## src/rtl/tpu_ctrl_pkg.sv

```systemverilog
`default_nettype none
// ============================================================================
// Module   : tpu_ctrl_pkg
// Purpose  : Shared control definitions for the systolic matrix unit: FSM
//            state encoding, default array dimension and lane address width.
// Revision : 1.0 - initial release
// ============================================================================
package tpu_ctrl_pkg;

  // Default array dimension (lanes, rows per lane) and lane address width,
  // shared by the read-side controller, write controller and memory wrapper.
  localparam int C_WIDTH_HEIGHT = 16;
  localparam int C_ADDR_W       = 8;

  // Controller state encoding.
  typedef enum logic [1:0] {
    ST_IDLE  = 2'd0,
    ST_WRITE = 2'd1,
    ST_DONE  = 2'd2
  } state_t;

  // Width of a counter that must hold 0..2N-2.
  function automatic int step_width(input int n);
    return $clog2(2 * n);
  endfunction

endpackage
`default_nettype wire

```

## src/rtl/wr_lane_gen.sv

```systemverilog
`default_nettype none
// ============================================================================
// Module   : wr_lane_gen
// Purpose  : One lane of the output write wavefront. The lane is active for
//            the N steps starting at its own index; its address is the
//            latched base plus the row offset (step - lane), modulo 2^ADDR_W.
// Revision : 1.0 - initial release
// ============================================================================
module wr_lane_gen
  import tpu_ctrl_pkg::*;
#(
  parameter int WIDTH_HEIGHT = C_WIDTH_HEIGHT,
  parameter int ADDR_W       = C_ADDR_W,
  parameter int STEP_W       = step_width(C_WIDTH_HEIGHT)
) (
  input  logic              valid,
  input  logic [STEP_W-1:0] step,
  input  logic [STEP_W-1:0] lane_idx,
  input  logic [ADDR_W-1:0] base,
  output logic              lane_en,
  output logic [ADDR_W-1:0] lane_addr
);

  logic [STEP_W-1:0] w_last_step;
  logic [STEP_W-1:0] w_offset;

  // Window test and address; the offset is only used when step >= lane_idx,
  // so the subtraction never underflows where it matters.
  always_comb begin
    w_last_step = lane_idx + STEP_W'(WIDTH_HEIGHT - 1);
    w_offset    = step - lane_idx;
    lane_en     = valid && (step >= lane_idx) && (step <= w_last_step);
    lane_addr   = lane_en ? (base + ADDR_W'(w_offset)) : '0;
  end

endmodule
`default_nettype wire

```

## src/rtl/wr_control.sv

```systemverilog
`default_nettype none
// ============================================================================
// Module   : wr_control
// Purpose  : Output-side write controller. On a start pulse it emits a
//            diagonal wavefront of per-lane write enables and addresses that
//            matches the one-cycle-per-lane skew of the systolic array, then
//            pulses done. All outputs are registered.
// Revision : 1.0 - initial release
// ============================================================================
module wr_control
  import tpu_ctrl_pkg::*;
#(
  parameter int WIDTH_HEIGHT = C_WIDTH_HEIGHT,
  parameter int ADDR_W       = C_ADDR_W
) (
  input  logic                           clk,
  input  logic                           reset,
  input  logic                           active,
  input  logic [ADDR_W-1:0]              base_addr,
  output logic [WIDTH_HEIGHT-1:0]        wr_en,
  output logic [WIDTH_HEIGHT*ADDR_W-1:0] wr_addr,
  output logic                           busy,
  output logic                           done
);

  localparam int                STEP_W      = step_width(WIDTH_HEIGHT);
  localparam logic [STEP_W-1:0] C_LAST_STEP = STEP_W'(2 * WIDTH_HEIGHT - 2);

  state_t                           r_state;
  state_t                           w_next_state;
  logic [STEP_W-1:0]                r_step;
  logic [STEP_W-1:0]                w_next_step;
  logic [ADDR_W-1:0]                r_base;
  logic [ADDR_W-1:0]                w_next_base;
  logic                             w_lanes_valid;
  logic [WIDTH_HEIGHT-1:0]          w_lane_en;
  logic [WIDTH_HEIGHT*ADDR_W-1:0]   w_lane_addr;

  // State, step counter and latched base address.
  always_ff @(posedge clk) begin
    if (reset) begin
      r_state <= ST_IDLE;
      r_step  <= '0;
      r_base  <= '0;
    end else begin
      r_state <= w_next_state;
      r_step  <= w_next_step;
      r_base  <= w_next_base;
    end
  end

  // Next-state logic; start requests outside IDLE are dropped, not queued.
  always_comb begin
    w_next_state = r_state;
    w_next_step  = r_step;
    w_next_base  = r_base;
    case (r_state)
      ST_IDLE: begin
        if (active) begin
          w_next_state = ST_WRITE;
          w_next_step  = '0;
          w_next_base  = base_addr;
        end
      end
      ST_WRITE: begin
        if (r_step == C_LAST_STEP) begin
          w_next_state = ST_DONE;
          w_next_step  = '0;
        end else begin
          w_next_step = r_step + 1'b1;
        end
      end
      ST_DONE: begin
        w_next_state = ST_IDLE;
      end
      default: begin
        w_next_state = ST_IDLE;
        w_next_step  = '0;
      end
    endcase
  end

  // Lanes are evaluated against the upcoming step so the registered outputs
  // line up with the state they describe (first enable one cycle after start).
  assign w_lanes_valid = (w_next_state == ST_WRITE);

  generate
    for (genvar i = 0; i < WIDTH_HEIGHT; i++) begin : g_lane
      wr_lane_gen #(
        .WIDTH_HEIGHT (WIDTH_HEIGHT),
        .ADDR_W       (ADDR_W),
        .STEP_W       (STEP_W)
      ) u_lane (
        .valid     (w_lanes_valid),
        .step      (w_next_step),
        .lane_idx  (STEP_W'(i)),
        .base      (w_next_base),
        .lane_en   (w_lane_en[i]),
        .lane_addr (w_lane_addr[i*ADDR_W +: ADDR_W])
      );
    end
  endgenerate

  // Output registers; reset clears everything immediately, with no done pulse.
  always_ff @(posedge clk) begin
    if (reset) begin
      wr_en   <= '0;
      wr_addr <= '0;
      busy    <= 1'b0;
      done    <= 1'b0;
    end else begin
      wr_en   <= w_lane_en;
      wr_addr <= w_lane_addr;
      busy    <= (w_next_state != ST_IDLE);
      done    <= (w_next_state == ST_DONE);
    end
  end

endmodule
`default_nettype wire
```

## config.mk

```make
export PLATFORM = sky130hd
export DESIGN_NAME = wr_control
export DESIGN_NICKNAME = d
export VERILOG_FILES = /design/src/rtl/tpu_ctrl_pkg.sv /design/src/rtl/wr_lane_gen.sv /design/src/rtl/wr_control.sv
export SDC_FILE = /design/constraint.sdc
export NUM_CORES = 1
export LEC_CHECK = 0
export ABC_AREA = 1
export BUFFER_PORTS_ARGS = -buffer_cell sky130_fd_sc_hd__buf_4
export CAP_MARGIN = 20
export CELL_PAD_IN_SITES_DETAIL_PLACEMENT = 0
export CELL_PAD_IN_SITES_GLOBAL_PLACEMENT = 1
export CORE_MARGIN = 4
export CORE_UTILIZATION = 35
export DETAILED_ROUTE_END_ITERATION = 10
export PLACE_DENSITY_LB_ADDON = 0.1
export SLEW_MARGIN = 25
export SYNTH_ARGS = -nofsm -noshare
export SYNTH_HDL_FRONTEND = slang
export SYNTH_SLANG_ARGS = --single-unit
```

## constraint.sdc

```tcl
create_clock -name clk -period 6.3 [get_ports clk]
set_clock_uncertainty 0.2 [all_clocks]
set_input_delay 1.26 -clock clk [delete_from_list [all_inputs] [get_ports clk]]
set_output_delay 1.26 -clock clk [all_outputs]
set_load 0.02 [all_outputs]
```

==> impl_metrics.toml, run 1 <==
[clocking]
clk_pin_slew_ps = 70
clk_latency_ps = 440
htree_levels = 4
cts_made_buffers = 17
clkSinkCount = 161
clock_path_buffers = 2
cts-root-buf = "clkbuf_16"
hold_buffers = 0
postCtsSetupBuffers = 0
cts_resized = 0
cts_tree = "built"

[worst_hold_path]
hold_path_class = "reg -> reg"

[critical_path]
worst-setup-path-type = "reg -> reg"
crit_path_max_fanout = 13
endpoint_kind = "flop"
worstPathRequired_ps = 6420
crit_arrival_ps = 4400
start_kind = "flop"

[pwr]
switching_power_uw = 908.0
p_sw_share_pct = 32.56
power_frac_comb_pct = 24.2
clockPowerShare_pct = 38.3
leakage_nw = 5.378
power_density_nw_per_um2 = 264.4
pwr-share-seq_pct = 37.5
p_int_mw = 1.881
ir_drop_mv = 0.1556
power_mw = 2.789

[drt]
drc = 0
vias = 7032
wl_per_cell_um = 15.45
first_pass_iters = 5
viasPerCell = 4.511
drtAntennaViolNets = 0
drt-initial-drc-count = 321
wirelength_mm = 24.09

[die]
die_h_um = 164.1
core-area_um2 = 23750
die_width_um = 164.1
io_pins = 157
start_util_pct = 35.91
dieArea_um2 = 26930
fp-row-count = 56

[placement]
dp_cells = 1527
port-buffer-count = 156
place_area_um2 = 9938
gp_congestion = 0.9442
dp_hpwl_mm = 17.61

[yosys]
synth_top_area_cell = "dfxtp_1"
ys.flop_type = "dfxtp_1"
syn-num-nets = 1153
syn_area_um2 = 8529
ys.warnings.count = 0
synth.top_cell.area_share_pct = 37.79
syn-mean-instance-area_um2 = 7.942
synth.area.top_cells = "dfxtp_1, ha_1, nand2_1"
ys_types = 44
synth_edf_count = 0
synth-seq-area-share_pct = 37.79
synth-seq-cells = 161
synthCells = 1074
synth-async-reset-ratio_pct = 0

[final_layout]
drive_above_1_share_pct = 22.18
areaGrowthSynthToFinish_pct = 23.65
stdcell_area_um2 = 10550
stdcell_count = 1559
antennaDiodeCount = 0
nets = 1306
fin_util_pct = 44.40

[global_routing]
first_global_vias = 6732
antenna_found_initial = 0
grt_util_all_layers_pct = 18.01
grt_max_degree = 43
grt-ovfl-total = 0
grt_first_pass_wirelength_mm = 37.44

[timing]
fin_crit_ps = 4278
fmax_ghz = 0.2338
fin_crit_sh_pct = 67.91
slew-limit-headroom_pct = 37.01
setup_viol = 0
drv_slew = 0
rsz0062_at_grt = "false"
finalHoldViolations = 0
worstMarginPinSlew_ps = 943.8
setup_tns_ps = 0

[flow_run]
cap_viol_max_count = 0

[status]
status = "completed"
layout by cell type (no fill, tap or decap), drive strengths merged:
cell	count
and2	3
xnor2	18
clkinvlp	4
xor2	62
nor3	9
nor2	155
ha	64
o21a	1
a21oi	58
clkinv	3
buf	158
or2	10
dfxtp	161
nor4	2
o221ai	2
a31oi	3
o211ai	14
fa	4
o21bai	13
nand4	16
nand2	214
o21ai	17
nand3	56
a21o	1
inv	170
a21boi	1
clkbuf	19
bufinv	2
cells by family after synthesis:
family / after synthesis / share of synthesized area [%]
compound gates: 110 / 8.699
xor+xnor: 80 / 8.303
fa+ha+maj: 68 / 10.33
buf+inv: 190 / 9.374
flops: 161 / 37.79
simple gates: 465 / 25.51
cells in the mapped netlist, types with 9 or more instances:
master / instances
nand3_1: 49
o211ai_1: 14
ha_1: 64
nor2_1: 144
o21ai_0: 9
xor2_1: 61
nand2_4: 10
or2_2: 10
o21bai_1: 13
inv_1: 159
nand2_1: 184
xnor2_1: 18
a21oi_1: 48
nand4_1: 16
dfxtp_1: 161
nand2_2: 20
final timing paths:
kind | startpoint | endpoint | slack (ps) | cells after the start
setup / recovery | r_step[0] | wr_addr[11] | 2020 | 18
hold / removal | r_state[0] | done | 390 | 2
setup reg to reg | r_step[0] | wr_addr[11] | 2020 | 18
hold reg to reg | r_state[0] | done | 390 | 2
sequential cells by signal, summed over array words and instances (netlist names):
name and count:
wr_addr 128, wr_en 16, done 1, r_step 5, busy 1, r_state 2
r_base 8
area by class of cell:
type	count	area [um2]
Clock buffer	19	452.9
Clock inverter	13	150.1
Fill cell	2499	13210
Inverter	166	623.1
Multi-Input combinational cell	723	4512
Sequential cell	161	3223
Tap cell	319	399.1
Timing Repair Buffer	158	1186
critical path, cell delays in order, from the launching register on:
cell and delay (ps):
dfxtp_1 450, inv_1 90, ha_1 210, nand2_1 180
nor2_4 70, nor2_8 210, nand2_1 110, nand2_2 280
inv_1 290, ha_1 290, inv_1 130, xor2_1 320
inv_1 80, ha_1 370, a21oi_1 280, inv_1 70
a31oi_1 270, xor2_1 180, nor2_1 70
metrics by stage:
step | hold slack [ps] | setup slack (ps)
global placement | 374.4 | 1549
floorplan | 333.8 | 2450
finish | 385.5 | 2022
detailed placement | 378.5 | 1688
global route | 426.1 | 1666
CTS | 391.5 | 2073
power by group through the flow:
stage | combinational [mW] | clock, mW | sequential, mW
final | 0.676 | 1.07 | 1.05
after global routing | 0.765 | 1.14 | 1.05
after CTS | 0.686 | 1.10 | 1.05
after detailed placement | 0.682 | 0 | 1.07
after global placement | 0.685 | 0 | 1.07
after floorplan | 0.490 | 0 | 1.09
routing by layer:
metal,global-route usage (%),vias up,part of all wire [%]
met5,0,-,0
met4,4.270,0,1.0
met3,3.162,20,3.9
met2,29.75,130,47
met1,24.55,3227,48
li1,-,3655,-
(Power assumes the default switching activity.)
==> run 2: changes to the inputs <==
==> constraint.sdc (replaced) <==
create_clock -name clk -period 4.5 [get_ports clk]
set_clock_uncertainty 0.2 [all_clocks]
set_input_delay 0.9 -clock clk [delete_from_list [all_inputs] [get_ports clk]]
set_output_delay 0.9 -clock clk [all_outputs]
set_load 0.02 [all_outputs]
==> run 2 against run 1 <==
Net effect:
- non-clock buffer count grew 8
- highest routed layer unchanged
- clock-buffer cell count shrank 1
- critical endpoint unchanged
- combinational power grew 42%
- largest power group unchanged
==> impl_metrics.toml, run 2 (synthesis gave the netlist of run 1 again) <==
[clocking]
postCtsSetupBuffers = 0
cts_tree = "built"
cts_resized = 0
cts_made_buffers = 17
clkSinkCount = 161
htree_levels = 4
hold_buffers = 0
clk_latency_ps = 430
clock_path_buffers = 2
cts-root-buf = "clkbuf_16"
clk_pin_slew_ps = 70

[placement]
port-buffer-count = 156
dpl_worst_slack_ps = 332.3
gp_congestion = 0.9443
dp_hpwl_mm = 17.87

[pwr]
ir_drop_mv = 0.1898
power_density_nw_per_um2 = 371.8
power_frac_comb_pct = 24.2
leakage_nw = 5.430
p_sw_share_pct = 32.18
p_int_mw = 2.678
pwr-share-seq_pct = 37.1
clockPowerShare_pct = 38.7
switching_power_mw = 1.270

[timing]
worst_slack_ps = 396.6
drv_slew = 0
fin_crit_sh_pct = 91.19
rsz0062_at_grt = "false"
whs_ps = 379.4
fin_crit_ps = 4103
finalHoldViolations = 0
slew-limit-headroom_pct = 36.69
worstMarginPinSlew_ps = 947.3
fmax_ghz = 0.2437
setup_tns_ps = 0
setup_viol = 0

[final_layout]
nets = 1314
top_regs = "wr_addr: 128 flops, wr_en: 16 flops, r_base: 8 flops"
final_common_cell = "nand2_1"
fin_util_pct = 44.71
antennaDiodeCount = 0
areaGrowthSynthToFinish_pct = 24.51
drive_above_1_share_pct = 22.68
largest_register_ffs = 128
top_register = "wr_addr"
final_cell_mix = "nand2_1, buf_4, dfxtp_1"

[drt]
vias = 7061
viasPerCell = 4.506
first_pass_iters = 5
wirelength_mm = 24.14
drtAntennaViolNets = 0
wl_per_cell_um = 15.41
drc = 0
drt-initial-drc-count = 413

[critical_path]
crit_start = "r_step[0]"
crit_chain = "inv_1 -> ha_1 -> nand2_1 -> nor2_4 -> nor2_8 -> nand2_1 -> nand2_2 -> inv_1 -> ha_1 -> inv_1 -> xor2_1 -> inv_1 -> ha_1 -> a21oi_1 -> inv_1 -> a31oi_1 -> xor2_1 -> nor2_1"
crit_arrival_ps = 4220
worstPathRequired_ps = 4620
crit_family = "adder cells"
crit_slowest_cell = "dfxtp_1"
r2r-end = "wr_addr[11]"
worst-setup-path-type = "reg -> reg"
crit_top_cell = "inv_1"
crit_path_max_fanout = 9
start_kind = "flop"
worst-r2r-setup-slack_ps = 400
r2r_cells = 18
critPathMaxStageDelay_ps = 430
cp_num_cells = 18
r2r_start = "r_step[0]"
crit_buf_inv = 5
critPathCapture = "wr_addr[11]"
endpoint_kind = "flop"

[global_routing]
grt_util_all_layers_pct = 18.37
grt_max_degree = 43
antenna_found_initial = 0
first_global_vias = 6880
grt_first_pass_wirelength_mm = 38.04
grt-ovfl-total = 0

[die]
dieArea_um2 = 26930
io_pins = 157
die_h_um = 164.1
core-area_um2 = 23750
start_util_pct = 35.91
die_width_um = 164.1
fp-row-count = 56

[flow_run]
cap_viol_max_count = 0

[worst_hold_path]
hold_path_class = "reg -> reg"
min_from = "r_state[0]"

[status]
status = "completed"
run 2: area by class of cell:
| type | count | area (um2) |
|---|---|---|
| Multi-Input combinational cell | 723 | 4512 |
| Clock buffer | 18 | 439.2 |
| Tap cell | 319 | 399.1 |
| Fill cell | 2459 | 13130 |
| Sequential cell | 161 | 3223 |
| Timing Repair Buffer | 166 | 1246 |
| Inverter | 166 | 623.1 |
| Clock inverter | 14 | 177.7 |
run 2: through the flow:
stage / std cells / instance area [um2] / total power, mW
5_1_grt: 1567 / 10620 / 4.183
3_3_place_gp: 1535 / 9998 / 2.464
2_1_floorplan: 1074 / 8529 / 2.207
6_report: 1567 / 10620 / 3.949
3_5_place_dp: 1535 / 9998 / 2.460
4_1_cts: 1567 / 10620 / 4.000
run 2: power by group through the flow:
stage | Combinational, mW | Sequential (mW) | Clock, mW
final | 0.958 | 1.46 | 1.53
after global routing | 1.08 | 1.47 | 1.63
after CTS | 0.971 | 1.46 | 1.57
after detailed placement | 0.965 | 1.50 | 0
after global placement | 0.969 | 1.50 | 0
after floorplan | 0.686 | 1.52 | 0
run 2: how the worst min path moves through the flow:
stage,slack [ps],endpoint,cells after the start
floorplan,330,done,2
finish,380,done,2
detailed placement,370,done,2
CTS,390,done,2
global placement,380,done,2
global route,430,done,2
run 2: worst min-delay path, stage by stage, from the launching register on:
cell and delay [ps]:
dfxtp_1 330, nand2_2 140, nor4_1 60
run 2: per-layer routing:
layer  share of wire, %  GRT usage (%)  vias up
li1                   -              -     3677
met1                 48          25.09     3253
met2                 47          30.41      117
met3                3.6          3.388       14
met4               0.85          3.851        0
met5                  0              0        -
==> run 3: changes to the inputs <==
--- a/config.mk
+++ b/config.mk
@@ -10,7 +10,7 @@
 export CAP_MARGIN = 20
 export CELL_PAD_IN_SITES_DETAIL_PLACEMENT = 0
 export CELL_PAD_IN_SITES_GLOBAL_PLACEMENT = 1
-export CORE_MARGIN = 4
+export CORE_MARGIN = 3
 export CORE_UTILIZATION = 35
 export DETAILED_ROUTE_END_ITERATION = 10
 export PLACE_DENSITY_LB_ADDON = 0.1
==> run 3 against run 2 <==
Net effect:
- utilization decreased by 0.12 points
- combinational power up 1%
- design area shrank 0.57%
- setup slack better by 78 ps
==> impl_metrics.toml, run 3 (synthesis gave the netlist of run 1 again) <==
[status]
status = "completed"

[drt]
drt-initial-drc-count = 389
wl_per_cell_um = 15.61
wirelength_mm = 24.45
drtAntennaViolNets = 0
viasPerCell = 4.542
drc = 0
vias = 7113
first_pass_iters = 5

[clocking]
clkSinkCount = 161
clock_path_buffers = 2
clk_pin_slew_ps = 70
htree_levels = 4
hold_buffers = 0
cts_made_buffers = 17
clk_latency_ps = 430
cts-root-buf = "clkbuf_16"
cts_tree = "built"

[critical_path]
worst-setup-path-type = "reg -> reg"
crit_arrival_ps = 4140
worst-r2r-setup-slack_ps = 470
endpoint_kind = "flop"
worstPathRequired_ps = 4610
crit_path_max_fanout = 13
start_kind = "flop"

[final_layout]
antennaDiodeCount = 0
top_register = "wr_addr"
areaGrowthSynthToFinish_pct = 23.81
drive_above_1_share_pct = 22.61
multi_input_area_um2 = 4517
seqCellArea_um2 = 3223
nets = 1313
final_cell_mix = "nand2_1, buf_4, dfxtp_1"
fill_cells = 2522
final_common_cell = "nand2_1"
largest_register_ffs = 128
top_regs = "wr_addr: 128 flops, wr_en: 16 flops, r_base: 8 flops"

[global_routing]
grt_max_degree = 43
grt_first_pass_wirelength_mm = 38.52
first_global_vias = 7017
grt-ovfl-total = 0
antenna_found_initial = 0
grt_util_all_layers_pct = 18.81

[placement]
dp_hpwl_mm = 17.87
gp_congestion = 0.9266
port-buffer-count = 156

[die]
dieArea_um2 = 26280
core-area_um2 = 23680
die_width_um = 162.1
die_h_um = 162.1
io_pins = 157
start_util_pct = 36.02
fp-row-count = 56

[pwr]
pwr-share-seq_pct = 38.1
leakage_nw = 5.397
clockPowerShare_pct = 36.6
p_int_mw = 2.523
power_frac_comb_pct = 25.3
p_sw_share_pct = 34.26
switching_power_mw = 1.315
ir_drop_mv = 0.1994
power_density_nw_per_um2 = 363.4

[timing]
setup_tns_ps = 0
fin_crit_sh_pct = 89.46
fmax_ghz = 0.2484
whs_ps = 377.1
fin_crit_ps = 4026
drv_slew = 0
worstMarginPinSlew_ps = 993.7
slew-limit-headroom_pct = 33.68
rsz0062_at_grt = "false"
finalHoldViolations = 0
setup_viol = 0

[worst_hold_path]
hold_path_class = "reg -> reg"

[flow_run]
cap_viol_max_count = 0
## run 3: repair_timing
action / in CTS / in global routing
hold endpoints to repair: 0 / 0
buffers inserted: 0 / 0
endpoints found under the setup margin: 0 / 1
resized for setup: 0 / 1
## run 3: worst max-delay path, cell delays in order (launching register included)
cell     delay, ps
dfxtp_1        430
inv_1           90
ha_1           210
nand2_1        180
nor2_4          70
nor2_8         210
nand2_1        140
nand2_4        190
inv_1          150
ha_1           240
inv_1          170
xor2_1         300
inv_1           80
ha_1           370
a21oi_1        290
inv_1           70
a31oi_1        260
xor2_1         200
nor2_1          70
## run 3: per-stage QoR
step | setup slack, ps | utilization, % | cells | power [mW] | area [um2]
after floorplan | 1010 | - | 1074 | 2.207 | 8529
final | 474.1 | 44.59 | 1566 | 3.837 | 10560
after detailed placement | 397.5 | 42.19 | 1534 | 2.466 | 9991
after global placement | 353.6 | 42.19 | 1534 | 2.467 | 9991
after CTS | 430.5 | 44.55 | 1566 | 3.878 | 10550
after global routing | 95.29 | 44.59 | 1566 | 4.059 | 10560
## run 3: final cells by class
cell class,instances,area share (%)
Clock buffer,18,4.159
Clock inverter,14,1.137
Inverter,166,5.900
Multi-Input combinational cell,723,42.77
Sequential cell,161,30.52
Tap cell,319,3.780
Timing Repair Buffer,165,11.73
## run 3: metal layers
metal  vias up  global-route usage, %  wire length (um)
met4         0                  4.188               264
met2       138                  30.80             11360
met3        15                  3.188               914
met5         -                      0                 0
li1       3674                      -                 -
met1      3286                  26.09             11910
## run 3: power by group through the flow
stage,Clock (mW),Sequential (mW),Combinational [mW]
finish,1.40,1.46,0.970
global route,1.50,1.47,1.09
CTS,1.44,1.46,0.976
detailed placement,0,1.50,0.970
global placement,0,1.50,0.970
floorplan,0,1.52,0.686
## run 3: final timing paths
| check | from | endpoint | cells past startpoint |
|---|---|---|---|
| setup reg to reg | r_step[0] | wr_addr[75] | 18 |
| hold reg to reg | r_step[3] | done | 2 |
| setup / recovery | r_step[0] | wr_addr[75] | 18 |
| hold / removal | r_step[3] | done | 2 |
